$ cat config.mk
export PLATFORM = sky130hd
export DESIGN_NAME = control_sequencer_flat
export DESIGN_NICKNAME = d
export VERILOG_FILES = /design/src/rtl/control_sequencer_if.sv /design/src/rtl/control_sequencer.sv /design/src/flat_wrapper.sv
export SDC_FILE = /design/constraint.sdc
export NUM_CORES = 1
export LEC_CHECK = 0
export ABC_AREA = 0
export BUFFER_PORTS_ARGS = -buffer_cell sky130_fd_sc_hd__clkbuf_2
export CORE_MARGIN = 2
export CORE_UTILIZATION = 51
export CTS_CLUSTER_DIAMETER = 60
export DETAILED_ROUTE_END_ITERATION = 8
export PLACE_DENSITY = 0.83
export SLEW_MARGIN = 10
export SYNTH_ARGS = -nofsm -noshare
export SYNTH_HDL_FRONTEND = slang
export SYNTH_SLANG_ARGS = --single-unit
$ cat constraint.sdc
create_clock -name clk -period 5.06 [get_ports clk]
set_input_delay 0 -clock clk [delete_from_list [all_inputs] [get_ports clk]]
set_output_delay 0 -clock clk [all_outputs]
set_load 0.02 [all_outputs]
$ cat src/rtl/control_sequencer_if.sv
// Control bus between the instruction sequencer and the datapath/memory side.
// master = sequencer (drives control outputs), slave = datapath (drives status).
// Handshake: inst_valid is sampled only while the sequencer idles waiting for an
// instruction; inst_type/funct must stay stable from that cycle until the next
// inst_fetch pulse. data_req stays high until a cycle with data_ack=1, which
// completes the access in that same cycle.
interface control_sequencer_if #(
  parameter int FUNCT_WIDTH  = 4,
  parameter int ALU_OP_WIDTH = 3
);
  logic [2:0]              inst_type;
  logic                    inst_valid;
  logic [FUNCT_WIDTH-1:0]  funct;
  logic                    alu_comp;
  logic                    data_ack;
  logic                    inst_fetch;
  logic                    data_req;
  logic                    data_we;
  logic                    rd_en;
  logic                    rs1_en;
  logic                    rs2_en;
  logic [1:0]              rd_din_sel;
  logic [1:0]              pc_next_sel;
  logic                    alu_din1_sel;
  logic                    alu_din2_sel;
  logic [ALU_OP_WIDTH-1:0] alu_op;
  logic                    busy;
  logic                    err;

  modport master (
    input  inst_type, inst_valid, funct, alu_comp, data_ack,
    output inst_fetch, data_req, data_we, rd_en, rs1_en, rs2_en, rd_din_sel,
           pc_next_sel, alu_din1_sel, alu_din2_sel, alu_op, busy, err
  );

  modport slave (
    output inst_type, inst_valid, funct, alu_comp, data_ack,
    input  inst_fetch, data_req, data_we, rd_en, rs1_en, rs2_en, rd_din_sel,
           pc_next_sel, alu_din1_sel, alu_din2_sel, alu_op, busy, err
  );
endinterface

$ cat src/rtl/control_sequencer.sv
// Multi-cycle instruction control sequencer. Only the state and the memory
// timeout counter are registered; every control output is decoded from the
// current state and the live instruction/status inputs.
module control_sequencer #(
  parameter int FUNCT_WIDTH  = 4,
  parameter int ALU_OP_WIDTH = 3,
  parameter int MEM_TIMEOUT  = 16
) (
  input  logic                  clk,
  input  logic                  rst,
  control_sequencer_if.master   bus,
  output logic [2:0]            dbg_state
);
  localparam int CW = $clog2(MEM_TIMEOUT + 1);

  typedef enum logic [2:0] {
    S_RESET, S_FETCH, S_IDLE, S_DECODE, S_EXEC, S_MEM, S_TRAP
  } state_t;

  localparam logic [2:0] T_IMM = 3'd0, T_INT_IMM = 3'd1, T_INT_REG = 3'd2,
                         T_BRANCH = 3'd3, T_LOAD = 3'd4, T_STORE = 3'd5,
                         T_JAL = 3'd6, T_ILLEGAL = 3'd7;

  localparam logic [1:0] RD_ALU = 2'd0, RD_IMM = 2'd1, RD_MEM = 2'd2, RD_PC4 = 2'd3;
  localparam logic [1:0] PC_STALL = 2'd0, PC_INCR = 2'd1, PC_BRANCH = 2'd2, PC_JAL = 2'd3;

  localparam logic [ALU_OP_WIDTH-1:0] OP_NOP = ALU_OP_WIDTH'(0);
  localparam logic [ALU_OP_WIDTH-1:0] OP_ADD = ALU_OP_WIDTH'(1);
  localparam logic [ALU_OP_WIDTH-1:0] OP_SUB = ALU_OP_WIDTH'(2);
  localparam logic [ALU_OP_WIDTH-1:0] OP_EQ  = ALU_OP_WIDTH'(3);
  localparam logic [ALU_OP_WIDTH-1:0] OP_NE  = ALU_OP_WIDTH'(4);

  state_t        state;
  logic [CW-1:0] cnt;

  logic is_mem_type;
  assign is_mem_type = (bus.inst_type == T_LOAD) || (bus.inst_type == T_STORE);
  assign dbg_state   = state;

  // State transitions and the saturating MEM wait counter.
  always_ff @(posedge clk or negedge rst) begin
    if (!rst) begin
      state <= S_RESET;
      cnt   <= '0;
    end else begin
      case (state)
        S_RESET:  state <= S_FETCH;
        S_FETCH:  state <= S_IDLE;
        S_IDLE:   if (bus.inst_valid) state <= S_DECODE;
        S_DECODE: begin
          if (bus.inst_type == T_IMM)          state <= S_FETCH;
          else if (bus.inst_type == T_ILLEGAL) state <= S_TRAP;
          else                                 state <= S_EXEC;
        end
        S_EXEC: begin
          if (is_mem_type) begin
            state <= S_MEM;
            cnt   <= '0;
          end else begin
            state <= S_FETCH;
          end
        end
        S_MEM: begin
          // An ack on the final allowed cycle still completes normally.
          if (bus.data_ack) begin
            state <= S_FETCH;
          end else begin
            if (cnt == CW'(MEM_TIMEOUT - 1)) state <= S_TRAP;
            if (cnt != {CW{1'b1}}) cnt <= cnt + 1'b1;
          end
        end
        S_TRAP:   state <= S_TRAP;
        default:  state <= S_RESET;
      endcase
    end
  end

  // Control output decode from state and live inputs; RESET, IDLE and TRAP
  // leave everything at default (TRAP additionally raises err).
  always_comb begin
    bus.inst_fetch   = 1'b0;
    bus.data_req     = 1'b0;
    bus.data_we      = 1'b0;
    bus.rd_en        = 1'b0;
    bus.rs1_en       = 1'b0;
    bus.rs2_en       = 1'b0;
    bus.rd_din_sel   = RD_ALU;
    bus.pc_next_sel  = PC_STALL;
    bus.alu_din1_sel = 1'b0;
    bus.alu_din2_sel = 1'b0;
    bus.alu_op       = OP_NOP;
    bus.busy         = 1'b0;
    bus.err          = 1'b0;
    case (state)
      S_FETCH: begin
        bus.busy       = 1'b1;
        bus.inst_fetch = 1'b1;
      end
      S_DECODE: begin
        bus.busy = 1'b1;
        case (bus.inst_type)
          T_IMM: begin
            bus.rd_en       = 1'b1;
            bus.rd_din_sel  = RD_IMM;
            bus.pc_next_sel = PC_INCR;
          end
          T_INT_IMM, T_LOAD: bus.rs1_en = 1'b1;
          T_INT_REG, T_BRANCH, T_STORE: begin
            bus.rs1_en = 1'b1;
            bus.rs2_en = 1'b1;
          end
          default: ;
        endcase
      end
      S_EXEC: begin
        bus.busy = 1'b1;
        case (bus.inst_type)
          T_INT_IMM, T_INT_REG: begin
            bus.rd_en        = 1'b1;
            bus.rd_din_sel   = RD_ALU;
            bus.alu_din2_sel = (bus.inst_type == T_INT_IMM);
            bus.pc_next_sel  = PC_INCR;
            if (bus.funct == FUNCT_WIDTH'(0))      bus.alu_op = OP_ADD;
            else if (bus.funct == FUNCT_WIDTH'(1)) bus.alu_op = OP_SUB;
          end
          T_BRANCH: begin
            if (bus.funct == FUNCT_WIDTH'(2))      bus.alu_op = OP_EQ;
            else if (bus.funct == FUNCT_WIDTH'(3)) bus.alu_op = OP_NE;
            bus.pc_next_sel = bus.alu_comp ? PC_BRANCH : PC_INCR;
          end
          T_JAL: begin
            bus.rd_en       = 1'b1;
            bus.rd_din_sel  = RD_PC4;
            bus.pc_next_sel = PC_JAL;
          end
          T_LOAD, T_STORE: begin
            bus.alu_op       = OP_ADD;
            bus.alu_din2_sel = 1'b1;
          end
          default: ;
        endcase
      end
      S_MEM: begin
        bus.busy         = 1'b1;
        bus.data_req     = 1'b1;
        bus.data_we      = (bus.inst_type == T_STORE);
        bus.alu_op       = OP_ADD;
        bus.alu_din2_sel = 1'b1;
        if (bus.data_ack) begin
          bus.pc_next_sel = PC_INCR;
          if (bus.inst_type == T_LOAD) begin
            bus.rd_en      = 1'b1;
            bus.rd_din_sel = RD_MEM;
          end
        end
      end
      S_TRAP:  bus.err = 1'b1;
      default: ;
    endcase
  end
endmodule

$ cat src/flat_wrapper.sv
// flat-port wrapper written by rule: the top's interface ports become plain ports
module control_sequencer_flat 
#(
  parameter int FUNCT_WIDTH  = 4,
  parameter int ALU_OP_WIDTH = 3,
  parameter int MEM_TIMEOUT  = 16
)
  (clk, rst, dbg_state, bus_inst_type, bus_inst_valid, bus_funct, bus_alu_comp, bus_data_ack, bus_inst_fetch, bus_data_req, bus_data_we, bus_rd_en, bus_rs1_en, bus_rs2_en, bus_rd_din_sel, bus_pc_next_sel, bus_alu_din1_sel, bus_alu_din2_sel, bus_alu_op, bus_busy, bus_err);
  control_sequencer_if #(.FUNCT_WIDTH(FUNCT_WIDTH), .ALU_OP_WIDTH(ALU_OP_WIDTH)) bus_i ();
  input  logic clk;
  input  logic rst;
  output logic [2:0] dbg_state;
  input wire logic [$bits(bus_i.inst_type)-1:0] bus_inst_type;
  input wire logic [$bits(bus_i.inst_valid)-1:0] bus_inst_valid;
  input wire logic [$bits(bus_i.funct)-1:0] bus_funct;
  input wire logic [$bits(bus_i.alu_comp)-1:0] bus_alu_comp;
  input wire logic [$bits(bus_i.data_ack)-1:0] bus_data_ack;
  output wire logic [$bits(bus_i.inst_fetch)-1:0] bus_inst_fetch;
  output wire logic [$bits(bus_i.data_req)-1:0] bus_data_req;
  output wire logic [$bits(bus_i.data_we)-1:0] bus_data_we;
  output wire logic [$bits(bus_i.rd_en)-1:0] bus_rd_en;
  output wire logic [$bits(bus_i.rs1_en)-1:0] bus_rs1_en;
  output wire logic [$bits(bus_i.rs2_en)-1:0] bus_rs2_en;
  output wire logic [$bits(bus_i.rd_din_sel)-1:0] bus_rd_din_sel;
  output wire logic [$bits(bus_i.pc_next_sel)-1:0] bus_pc_next_sel;
  output wire logic [$bits(bus_i.alu_din1_sel)-1:0] bus_alu_din1_sel;
  output wire logic [$bits(bus_i.alu_din2_sel)-1:0] bus_alu_din2_sel;
  output wire logic [$bits(bus_i.alu_op)-1:0] bus_alu_op;
  output wire logic [$bits(bus_i.busy)-1:0] bus_busy;
  output wire logic [$bits(bus_i.err)-1:0] bus_err;
  assign bus_i.inst_type = bus_inst_type;
  assign bus_i.inst_valid = bus_inst_valid;
  assign bus_i.funct = bus_funct;
  assign bus_i.alu_comp = bus_alu_comp;
  assign bus_i.data_ack = bus_data_ack;
  assign bus_inst_fetch = bus_i.inst_fetch;
  assign bus_data_req = bus_i.data_req;
  assign bus_data_we = bus_i.data_we;
  assign bus_rd_en = bus_i.rd_en;
  assign bus_rs1_en = bus_i.rs1_en;
  assign bus_rs2_en = bus_i.rs2_en;
  assign bus_rd_din_sel = bus_i.rd_din_sel;
  assign bus_pc_next_sel = bus_i.pc_next_sel;
  assign bus_alu_din1_sel = bus_i.alu_din1_sel;
  assign bus_alu_din2_sel = bus_i.alu_din2_sel;
  assign bus_alu_op = bus_i.alu_op;
  assign bus_busy = bus_i.busy;
  assign bus_err = bus_i.err;
  control_sequencer #(.FUNCT_WIDTH(FUNCT_WIDTH), .ALU_OP_WIDTH(ALU_OP_WIDTH), .MEM_TIMEOUT(MEM_TIMEOUT)) u_core (.clk(clk), .rst(rst), .bus(bus_i), .dbg_state(dbg_state));
endmodule
==> summary.txt <==
STA
  • Final Max Tran Viols: 0
  • Clock period minus worst slack: 2.167 ns
  • RSZ-0062 raised after global routing: no
  • Clock skew: 0.01141 ns
  • Setup WS post-layout: 2.893 ns
  • Final setup violating endpoints: 0
  • Tcrit/Tclk final: 42.83%
  • FMAX: 0.4614 GHz
  • Final number of hold-violating endpoints: 0
  • Post-Route Setup TNS: 0 ns

Drt
  • Via count: 856
  • DR vias/cell: 5.745
  • 1st-iter DRT viols: 32
  • Metal2 WL: 1.008 mm
  • WL met3: 104 µm
  • DRC violations left: 0
  • Routed WL: 2.112 mm
  • Uppermost layer routed: met4
  • Routed len/inst: 14.17 µm
  • Met1 wire length: 985 µm
  • First-pass detailed-route iteration total: 4
  • Routed Antenna Nets: 0

Finish
  • Non-filler instance count after layout: 149
  • # diodes: 0
  • Fillers: 136
  • Most common cell after layout, fill and taps aside: clkbuf_2
  • Area of the multi-input gates: 553.0 µm²
  • Register Area: 200.2 µm²
  • Util after Layout: 65.71%
  • Syn-to-layout area delta: 21.43%
  • Share of cells above drive strength 1: 30.08%
  • Most frequent cells in the layout: 30 x clkbuf_2, 10 x nor2_1, 8 x a21oi_1, 8 x dfrtp_1, 7 x nor2b_1
  • Net count reported at finish: 150

Synth
  • Post-Syn Area: 805.8 µm²
  • Simple-Gate Fraction of Synth Area: 37.27%
  • XOR/XNOR Fraction of Synth Area: 0%
  • #FFs+latches synth: 8
  • Post-synthesis cell count: 106
  • Share of the synthesized area in the top cell type: 24.84%
  • Post-synthesis mux area share: 1.242%
  • Synth Area in Compound Gates: 25.00%
  • Post-Syn Area per Cell: 7.602 µm²
  • Netlist cell types: 41
  • Syn Nets: 121
  • Sequential share of the synthesized area: 24.84%
  • Main combinational cell family by area after synthesis: simple AND/OR/NAND/NOR gates
  • Post-Synth Adder-Cell Area: 4.658%
  • Area leader, netlist: dfrtp_1
  • YS warnings: 0
  • Synth top area cells: dfrtp_1 25%, nor2b_1 5.4%, a21oi_1 5.0%

Clock network
  • Root buffer cell: clkbuf_4
  • Clock Latency Late Sink: 0.26 ns
  • Post-CTS Setup Inserts: 0
  • H-tree Lvls: 1
  • CTS tree: done
  • CTS Buf Count: 3
  • Clock-pin slew on the worst setup and hold paths: 0.06 ns
  • CTS max path bufs: 2
  • Sink Count: 8

Floorplanning
  • Initial core utilization: 54.12%
  • Num rows: 14
  • Core Area: 0.001489 mm²
  • Die Area: 0.001914 mm²
  • Die Height: 43.75 µm
  • Top Ports: 32
  • DIE WIDTH: 43.75 µm

Pwr
  • Worst ir drop on vdd: 0.3832 mV
  • Leakage Power: 0.0004694 µW
  • Power Density: 435.6 mW/mm²
  • Final total power: 426.2 µW

Global routing
  • Grt total ovfl: 0
  • Number of global-route vias before repair: 764
  • Largest net degree at the start of global routing: 17
  • Antenna violations before repair: 0
  • Tot GR Track Use: 24.33%
  • First-pass GRT wire length: 3.415 mm

Worst setup path
  • Worst reg-to-reg setup slack: 3.25 ns
  • Worst Setup Start Kind: flop
  • Worst reg2reg path depth: 6
  • Crit path arrival time: 2.17 ns
  • CP Class: reg2out
  • Crit end category: output pin
  • Critical R2R Capture: u_core.cnt[0]$_DFFE_PN0P_
  • FF-to-FF Start: u_core.cnt[0]$_DFFE_PN0P_
  • Crit path required time: 5.06 ns
  • CP Max Fanout: 15

Run status
  • Status: finished, final reports clean

Flow run
  • Max-Cap Viols: 0

Placed design
  • DP HPWL: 1.528 mm
  • Port bufs: 30
  • GPL Wtd Cong: 0.7640
  • Placed insts: 145
  • Place WS: 3.154 ns

Min path
  • Worst min path class: in2async
## area by class of cell
type	count	share of cell area, %
clock buffer	3	2.302
inverter	6	2.302
multi-input combinational	85	56.52
sequential	8	20.46
tap	16	2.046
timing repair buffer	31	16.37
## Yosys cell counts (all sizes together)
cell type and count:
o31ai 1, o21bai 1, clkinv 1, buf 1
a21boi 3, o21a 1, ha 3, and3b 2
or4 1, a21bo 2, and4 1, nor3b 3
o22ai 1, nand2b 3, a31oi 2, nand2 5
nand3b 1, a21oi 8, nor2 10, and2 1
and4bb 1, or2 1, o311ai 1, o32ai 1
inv 5, o211ai 2, mux2i 1, a22o 2
dfrtp 8, conb 1, nand4 2, or3b 2
nand3 6, nor2b 7, o21ai 4, nor3 1
and3 2, a22oi 1, clkbuf 6, nand4b 1
## cell families (layout without fill, tap and decap cells)
group,Yosys count,in the layout
buf+inv,13,40
simple gates,50,50
fa+ha+maj,3,3
other cells,1,1
compound gates,30,30
mux,1,1
flops,8,8
## stage by stage
stage	hold slack, ns	area, µm²
after floorplan	-0.2956	805.8
after global placement	-0.1460	945.9
after detailed placement	-0.1407	945.9
after CTS	0.1234	978.4
after global routing	0.1338	978.4
final	0.1161	978.4
## per-layer routing
metal  GRT usage, %  up-vias
li1               -      437
met1          33.42      391
met2          37.06       26
met3          6.250        2
met4          8.485        0
met5              0        -
## worst max path at each step
stage	from	to	slack, ns	depth (start not counted)
5_1_grt	u_core.dbg_state[2]$_DFFE_PN0P_	bus_alu_op[0]	2.79	4
2_1_floorplan	u_core.dbg_state[0]$_DFFE_PN0P_	bus_alu_op[0]	3.10	3
3_3_place_gp	u_core.dbg_state[2]$_DFFE_PN0P_	bus_alu_op[0]	3.21	4
3_5_place_dp	u_core.dbg_state[2]$_DFFE_PN0P_	bus_alu_op[0]	3.15	4
4_1_cts	u_core.dbg_state[0]$_DFFE_PN0P_	bus_alu_op[0]	2.89	4
6_report	u_core.dbg_state[0]$_DFFE_PN0P_	bus_alu_op[0]	2.89	4
## worst max-delay path: stages (launching register included)
cell      delay, ns
dfrtp_1        0.51
or3b_4         0.47
or4_4          0.44
o311ai_1       0.28
clkbuf_2       0.21
## what timing repair did
item,4_1_cts,5_1_grt
endpoints found under the hold margin,8,0
resized for setup,0,0
hold buffers,1,0
setup endpoints to repair,0,0
## power by group
group	switching (µW)	internal (µW)	leakage, µW
Combinational	133	97.8	0.000356
Clock	21.4	27.1	0.0000138
Sequential	52.2	94.9	0.0000993
Total	206	220	0.000469
## flip-flops by register name (all words and copies together) (netlist names)
register          cells
u_core.cnt            5
u_core.dbg_state      3
No activity file was read; power rests on OpenSTA's default activity.
